`src/rtl/addsub_operand_sequencer_if.sv`:
```
`default_nettype none
// ============================================================================
// Module      : addsub_operand_sequencer_if
// Description : Operand bus, adder drive/return and result signals of the
//               operand sequencer. Optional chain input under ACCUM_EN.
// Revision    : 1.0 - initial release
// ============================================================================
interface addsub_operand_sequencer_if #(
    parameter int WIDTH = 4
);
    logic             load;
    logic [WIDTH-1:0] data_in;
    logic             sub;
`ifdef ACCUM_EN
    logic             chain;
`endif
    logic [WIDTH-1:0] op_a;
    logic [WIDTH-1:0] op_b;
    logic             op_c;
    logic [WIDTH-1:0] s_in;
    logic [WIDTH-1:0] result;
    logic             overflow;
    logic             valid;
    logic             busy;

    modport master (
        output load, data_in, sub,
`ifdef ACCUM_EN
        output chain,
`endif
        output s_in,
        input  op_a, op_b, op_c, result, overflow, valid, busy
    );

    modport slave (
        input  load, data_in, sub,
`ifdef ACCUM_EN
        input  chain,
`endif
        input  s_in,
        output op_a, op_b, op_c, result, overflow, valid, busy
    );
endinterface
`default_nettype wire

```
`src/rtl/addsub_operand_sequencer.sv`:
```
`default_nettype none
// ============================================================================
// Module      : addsub_operand_sequencer
// Description : Serially captures A and B from a shared bus, drives the
//               ripple adder, registers its sum and signed overflow.
//               Optional accumulate chaining enabled by macro ACCUM_EN.
// Revision    : 1.0 - initial release
// ============================================================================
module addsub_operand_sequencer #(
    parameter int WIDTH = 4
) (
    input  wire logic                  clk,
    input  wire logic                  reset,
    addsub_operand_sequencer_if.slave  bus
);
    localparam logic [1:0] c_st_idle   = 2'd0;
    localparam logic [1:0] c_st_wait_b = 2'd1;
    localparam logic [1:0] c_st_exec   = 2'd2;
    localparam logic [1:0] c_st_done   = 2'd3;
    localparam int         c_msb       = WIDTH - 1;

    logic [1:0]       r_state,    w_state_nxt;
    logic             r_load_q;
    logic [WIDTH-1:0] r_op_a,     w_op_a_nxt;
    logic [WIDTH-1:0] r_op_b,     w_op_b_nxt;
    logic             r_op_c,     w_op_c_nxt;
    logic [WIDTH-1:0] r_result,   w_result_nxt;
    logic             r_overflow, w_overflow_nxt;
    logic             r_valid,    w_valid_nxt;
    logic             r_busy,     w_busy_nxt;
    logic             w_load_edge;
    logic             w_bx_msb;
    logic             w_ovf;
    logic             w_chain;

`ifdef ACCUM_EN
    assign w_chain = bus.chain;
`else
    assign w_chain = 1'b0;
`endif

    assign w_load_edge = bus.load & ~r_load_q;
    // Overflow judged against the effective (possibly inverted) B operand
    assign w_bx_msb    = r_op_b[c_msb] ^ r_op_c;
    assign w_ovf       = (r_op_a[c_msb] == w_bx_msb) & (bus.s_in[c_msb] != r_op_a[c_msb]);

    always_comb begin
        w_state_nxt    = r_state;
        w_op_a_nxt     = r_op_a;
        w_op_b_nxt     = r_op_b;
        w_op_c_nxt     = r_op_c;
        w_result_nxt   = r_result;
        w_overflow_nxt = r_overflow;
        w_valid_nxt    = r_valid;
        case (r_state)
            c_st_idle: begin
                if (w_load_edge) begin
                    w_valid_nxt = 1'b0;
                    if (r_valid && w_chain) begin
                        // Accumulate: previous result becomes A, bus value is B
                        w_op_a_nxt  = r_result;
                        w_op_b_nxt  = bus.data_in;
                        w_op_c_nxt  = bus.sub;
                        w_state_nxt = c_st_exec;
                    end else begin
                        w_op_a_nxt  = bus.data_in;
                        w_state_nxt = c_st_wait_b;
                    end
                end
            end
            c_st_wait_b: begin
                if (w_load_edge) begin
                    w_op_b_nxt  = bus.data_in;
                    w_op_c_nxt  = bus.sub;
                    w_state_nxt = c_st_exec;
                end
            end
            c_st_exec: begin
                w_state_nxt = c_st_done;
            end
            c_st_done: begin
                w_result_nxt   = bus.s_in;
                w_overflow_nxt = w_ovf;
                w_valid_nxt    = 1'b1;
                w_state_nxt    = c_st_idle;
            end
            default: begin
                w_state_nxt = c_st_idle;
            end
        endcase
        w_busy_nxt = (w_state_nxt == c_st_wait_b) | (w_state_nxt == c_st_exec);
    end

    always_ff @(posedge clk) begin
        if (reset) begin
            r_state    <= c_st_idle;
            r_load_q   <= 1'b0;
            r_op_a     <= '0;
            r_op_b     <= '0;
            r_op_c     <= 1'b0;
            r_result   <= '0;
            r_overflow <= 1'b0;
            r_valid    <= 1'b0;
            r_busy     <= 1'b0;
        end else begin
            r_state    <= w_state_nxt;
            r_load_q   <= bus.load;
            r_op_a     <= w_op_a_nxt;
            r_op_b     <= w_op_b_nxt;
            r_op_c     <= w_op_c_nxt;
            r_result   <= w_result_nxt;
            r_overflow <= w_overflow_nxt;
            r_valid    <= w_valid_nxt;
            r_busy     <= w_busy_nxt;
        end
    end

    assign bus.op_a     = r_op_a;
    assign bus.op_b     = r_op_b;
    assign bus.op_c     = r_op_c;
    assign bus.result   = r_result;
    assign bus.overflow = r_overflow;
    assign bus.valid    = r_valid;
    assign bus.busy     = r_busy;
endmodule
`default_nettype wire

```
`src/flat_wrapper.sv`:
```
// flat-port wrapper written by rule: the top's interface ports become plain ports
module addsub_operand_sequencer_flat 
#(
    parameter int WIDTH = 4
)
  (clk, reset, bus_load, bus_data_in, bus_sub, bus_s_in, bus_op_a, bus_op_b, bus_op_c, bus_result, bus_overflow, bus_valid, bus_busy);
  addsub_operand_sequencer_if #(.WIDTH(WIDTH)) bus_i ();
  input  wire logic clk;
  input  wire logic reset;
  input wire logic [$bits(bus_i.load)-1:0] bus_load;
  input wire logic [$bits(bus_i.data_in)-1:0] bus_data_in;
  input wire logic [$bits(bus_i.sub)-1:0] bus_sub;
  input wire logic [$bits(bus_i.s_in)-1:0] bus_s_in;
  output wire logic [$bits(bus_i.op_a)-1:0] bus_op_a;
  output wire logic [$bits(bus_i.op_b)-1:0] bus_op_b;
  output wire logic [$bits(bus_i.op_c)-1:0] bus_op_c;
  output wire logic [$bits(bus_i.result)-1:0] bus_result;
  output wire logic [$bits(bus_i.overflow)-1:0] bus_overflow;
  output wire logic [$bits(bus_i.valid)-1:0] bus_valid;
  output wire logic [$bits(bus_i.busy)-1:0] bus_busy;
  assign bus_i.load = bus_load;
  assign bus_i.data_in = bus_data_in;
  assign bus_i.sub = bus_sub;
  assign bus_i.s_in = bus_s_in;
  assign bus_op_a = bus_i.op_a;
  assign bus_op_b = bus_i.op_b;
  assign bus_op_c = bus_i.op_c;
  assign bus_result = bus_i.result;
  assign bus_overflow = bus_i.overflow;
  assign bus_valid = bus_i.valid;
  assign bus_busy = bus_i.busy;
  addsub_operand_sequencer #(.WIDTH(WIDTH)) u_core (.clk(clk), .reset(reset), .bus(bus_i));
endmodule
```
`config.mk`:
```
export PLATFORM = sky130hd
export DESIGN_NAME = addsub_operand_sequencer_flat
export DESIGN_NICKNAME = d
export VERILOG_FILES = /design/src/rtl/addsub_operand_sequencer_if.sv /design/src/rtl/addsub_operand_sequencer.sv /design/src/flat_wrapper.sv
export SDC_FILE = /design/constraint.sdc
export NUM_CORES = 1
export LEC_CHECK = 0
export ABC_AREA = 1
export BUFFER_PORTS_ARGS = -buffer_cell sky130_fd_sc_hd__buf_2
export CELL_PAD_IN_SITES_DETAIL_PLACEMENT = 0
export CELL_PAD_IN_SITES_GLOBAL_PLACEMENT = 1
export CORE_ASPECT_RATIO = 1.2
export CORE_MARGIN = 5
export CORE_UTILIZATION = 34
export CTS_CLUSTER_DIAMETER = 40
export DETAILED_ROUTE_END_ITERATION = 8
export PLACE_DENSITY = 0.89
export SLEW_MARGIN = 20
export SYNTH_ARGS = -nofsm -noshare
export SYNTH_HDL_FRONTEND = slang
export SYNTH_SLANG_ARGS = --single-unit
export TNS_END_PERCENT = 1
```
`constraint.sdc`:
```
create_clock -name clk -period 2.25 [get_ports clk]
set_input_delay 0.1125 -clock clk [delete_from_list [all_inputs] [get_ports clk]]
set_output_delay 0.1125 -clock clk [all_outputs]
set_load 0.02 [all_outputs]
```
==> out/qor.txt <==
run status: completed
synthesis warning total: 0
largest net degree at the start of global routing: 16
CP max stage delay: 0.40 ns
Reg clk slew, reported paths: 0.11 ns
HPWL after detailed placement: 1262 um
Die Ht: 60.39 um
worst-margin pin slew: 0.1871 ns
Worst Path Class, Setup: reg -> reg
Final Hold Viols: 0
WL per Instance: 9.800 um
Max clock buf depth: 2
Max Cap Viol: 0
I/O Buffers: 27
TritonCTS buffer count: 3
# diodes: 0
Via density: 4.331
CP Launch Type: flop
core area: 2049 sq um
hold_buf cts: 0
Final Max Tran Viols: 0
syn nets: 112
synthesized instance count: 100
CTS resizes: 0
CTS root buf: clkbuf_4
1st-iter DRT viols: 7
Hold/Removal Path Class: in -> reg
Power per Cell Area: 709.9 nW/um^2
final WL: 1568 um
CP cell instances: inv_1, nor2_2, nand2_2, o21ai_0, nor2_1
CP max stage cell: dfxtp_1
synthesized area: 719.4 sq um
post-synthesis register bit count: 19
most common cell after layout, fill and taps aside: nor2_1
Req. time, crit path: 2.45 ns
Clock Latency Late Sink: 0.30 ns
DR pass1 iterations: 2
Final #Nets: 143
starting density of the core: 35.10%
GPL Wtd Cong: 0.7099
chip width: 51.99 um
clock sink total: 19
VDD IR max: 0.2905 mV
Max Fclk: 0.9487 GHz
LEAKAGE: 0.0004707 uW
Post-DRT Antenna Nets: 0
minimum clock period: 1.054 ns
post-synth cell types: 13
first-pass GRT wire length: 2484 um
total setup buffers inserted after CTS: 0
CTS tree: built
vias in the first global route: 581
skew final: 0.006702 ns
endpoint class of the critical path: flop
Setup-failing EPs final: 0
sequential fraction of the synthesis area: 52.87%
Tcrit/Tclk final: 46.85%
crit path max fanout: 7
RSZ-0062 raised after global routing: false
number of cell rows: 18
Critical Path AT: 1.25 ns
relative slew slack: 87.51%
grt ovf: 0
DRC violations left: 0
GR Util All Layers: 10.77%
I/O pins: 28
setup_tns: 0 ns
H-Tree Depth: 1
total chip power: 649.3 uW
synthesized area per cell: 7.194 sq um
via count: 693
fillers: 221
share of cells above drive strength 1: 29.23%
initial antenna violation count: 0
P&R area growth vs syn: 27.13%
commonest cells after routing, fill and taps aside: nor2_1, buf_2, dfxtp_1
Die ar.: 3140 sq um
==> worst max-delay path: cells and delay by family, from the launching register on <==
family          cells  cell delay, ns
simple gates        3            0.29
buf+inv             1            0.08
flops               1            0.40
compound gates      1            0.18
==> registers in the layout (all words and copies together), names as in the netlist <==
register and cells:
u_core.bus.result 4, u_core.bus.overflow 1, u_core.r_state 2, u_core.bus.op_b 4, u_core.bus.valid 1, u_core.bus.op_c 1, u_core.bus.op_a 4, u_core.r_load_q 1
u_core.bus.busy 1
==> Yosys cell counts (all sizes together) <==
master   n  area share, %
dfxtp   19             53
clkinv   1           0.69
nand2   11            6.1
nor2    33             18
inv     15            7.8
a211oi   1            1.0
o21ai   14            9.7
clkbuf   1           0.69
a21oi    2            1.4
nand3    3            2.1
==> kinds of logic (layout without fill, tap and decap cells) <==
family | Yosys count | after routing | synth area share [%]
buf+inv | 17 | 47 | 9.216
simple gates | 47 | 47 | 25.74
flops | 19 | 19 | 52.87
compound gates | 17 | 17 | 12.17
==> path summary, 6_finish.rpt <==
path,from,endpoint,slack [ns],cells past startpoint
setup / recovery,u_core.r_state[0]$_SDFF_PP0_,u_core.bus.op_b[2]$_SDFFE_PP0P_,1.20,5
hold / removal,bus_load,u_core.r_load_q$_SDFF_PP0_,0.02,3
setup reg to reg,u_core.r_state[0]$_SDFF_PP0_,u_core.bus.op_b[2]$_SDFFE_PP0P_,1.20,5
hold reg to reg,u_core.bus.result[0]$_SDFFE_PP0P_,u_core.bus.result[0]$_SDFFE_PP0P_,0.49,2
==> layout make-up <==
type | count | area [sq um] | share of cell area, %
sequential | 19 | 380.4 | 41.59
multi-input combinational | 64 | 272.8 | 29.82
timing repair buffer | 27 | 135.1 | 14.77
inverter | 16 | 61.31 | 6.703
tap | 30 | 37.54 | 4.104
clock buffer | 3 | 22.52 | 2.462
clock inverter | 1 | 5.005 | 0.5472
==> routing by layer <==
metal  track usage, %  part of all wire, %
met3            1.229                  5.6
met5                0                    0
met1            11.55                   40
met4            8.989                  1.8
met2            18.85                   53
==> metrics by stage <==
step / cells / hold WS, ns / utilization, % / area, sq um / setup WS, ns
final: 160 / 0.01592 / 44.63 / 914.6 / 1.196
after detailed placement: 156 / 0.3435 / 43.28 / 887.1 / 1.207
after global placement: 156 / 0.3337 / 43.28 / 887.1 / 1.247
after global routing: 160 / 0.02728 / 44.63 / 914.6 / 1.041
after floorplan: 100 / 0.1816 / - / 719.4 / 1.334
after CTS: 160 / 0.01350 / 44.63 / 914.6 / 1.187
==> where the power goes <==
part,internal (uW),switching (uW)
combinational,38.2,67.1
clock,66.2,108
sequential,356,12.9
Power figures use the tool's default switching activity.
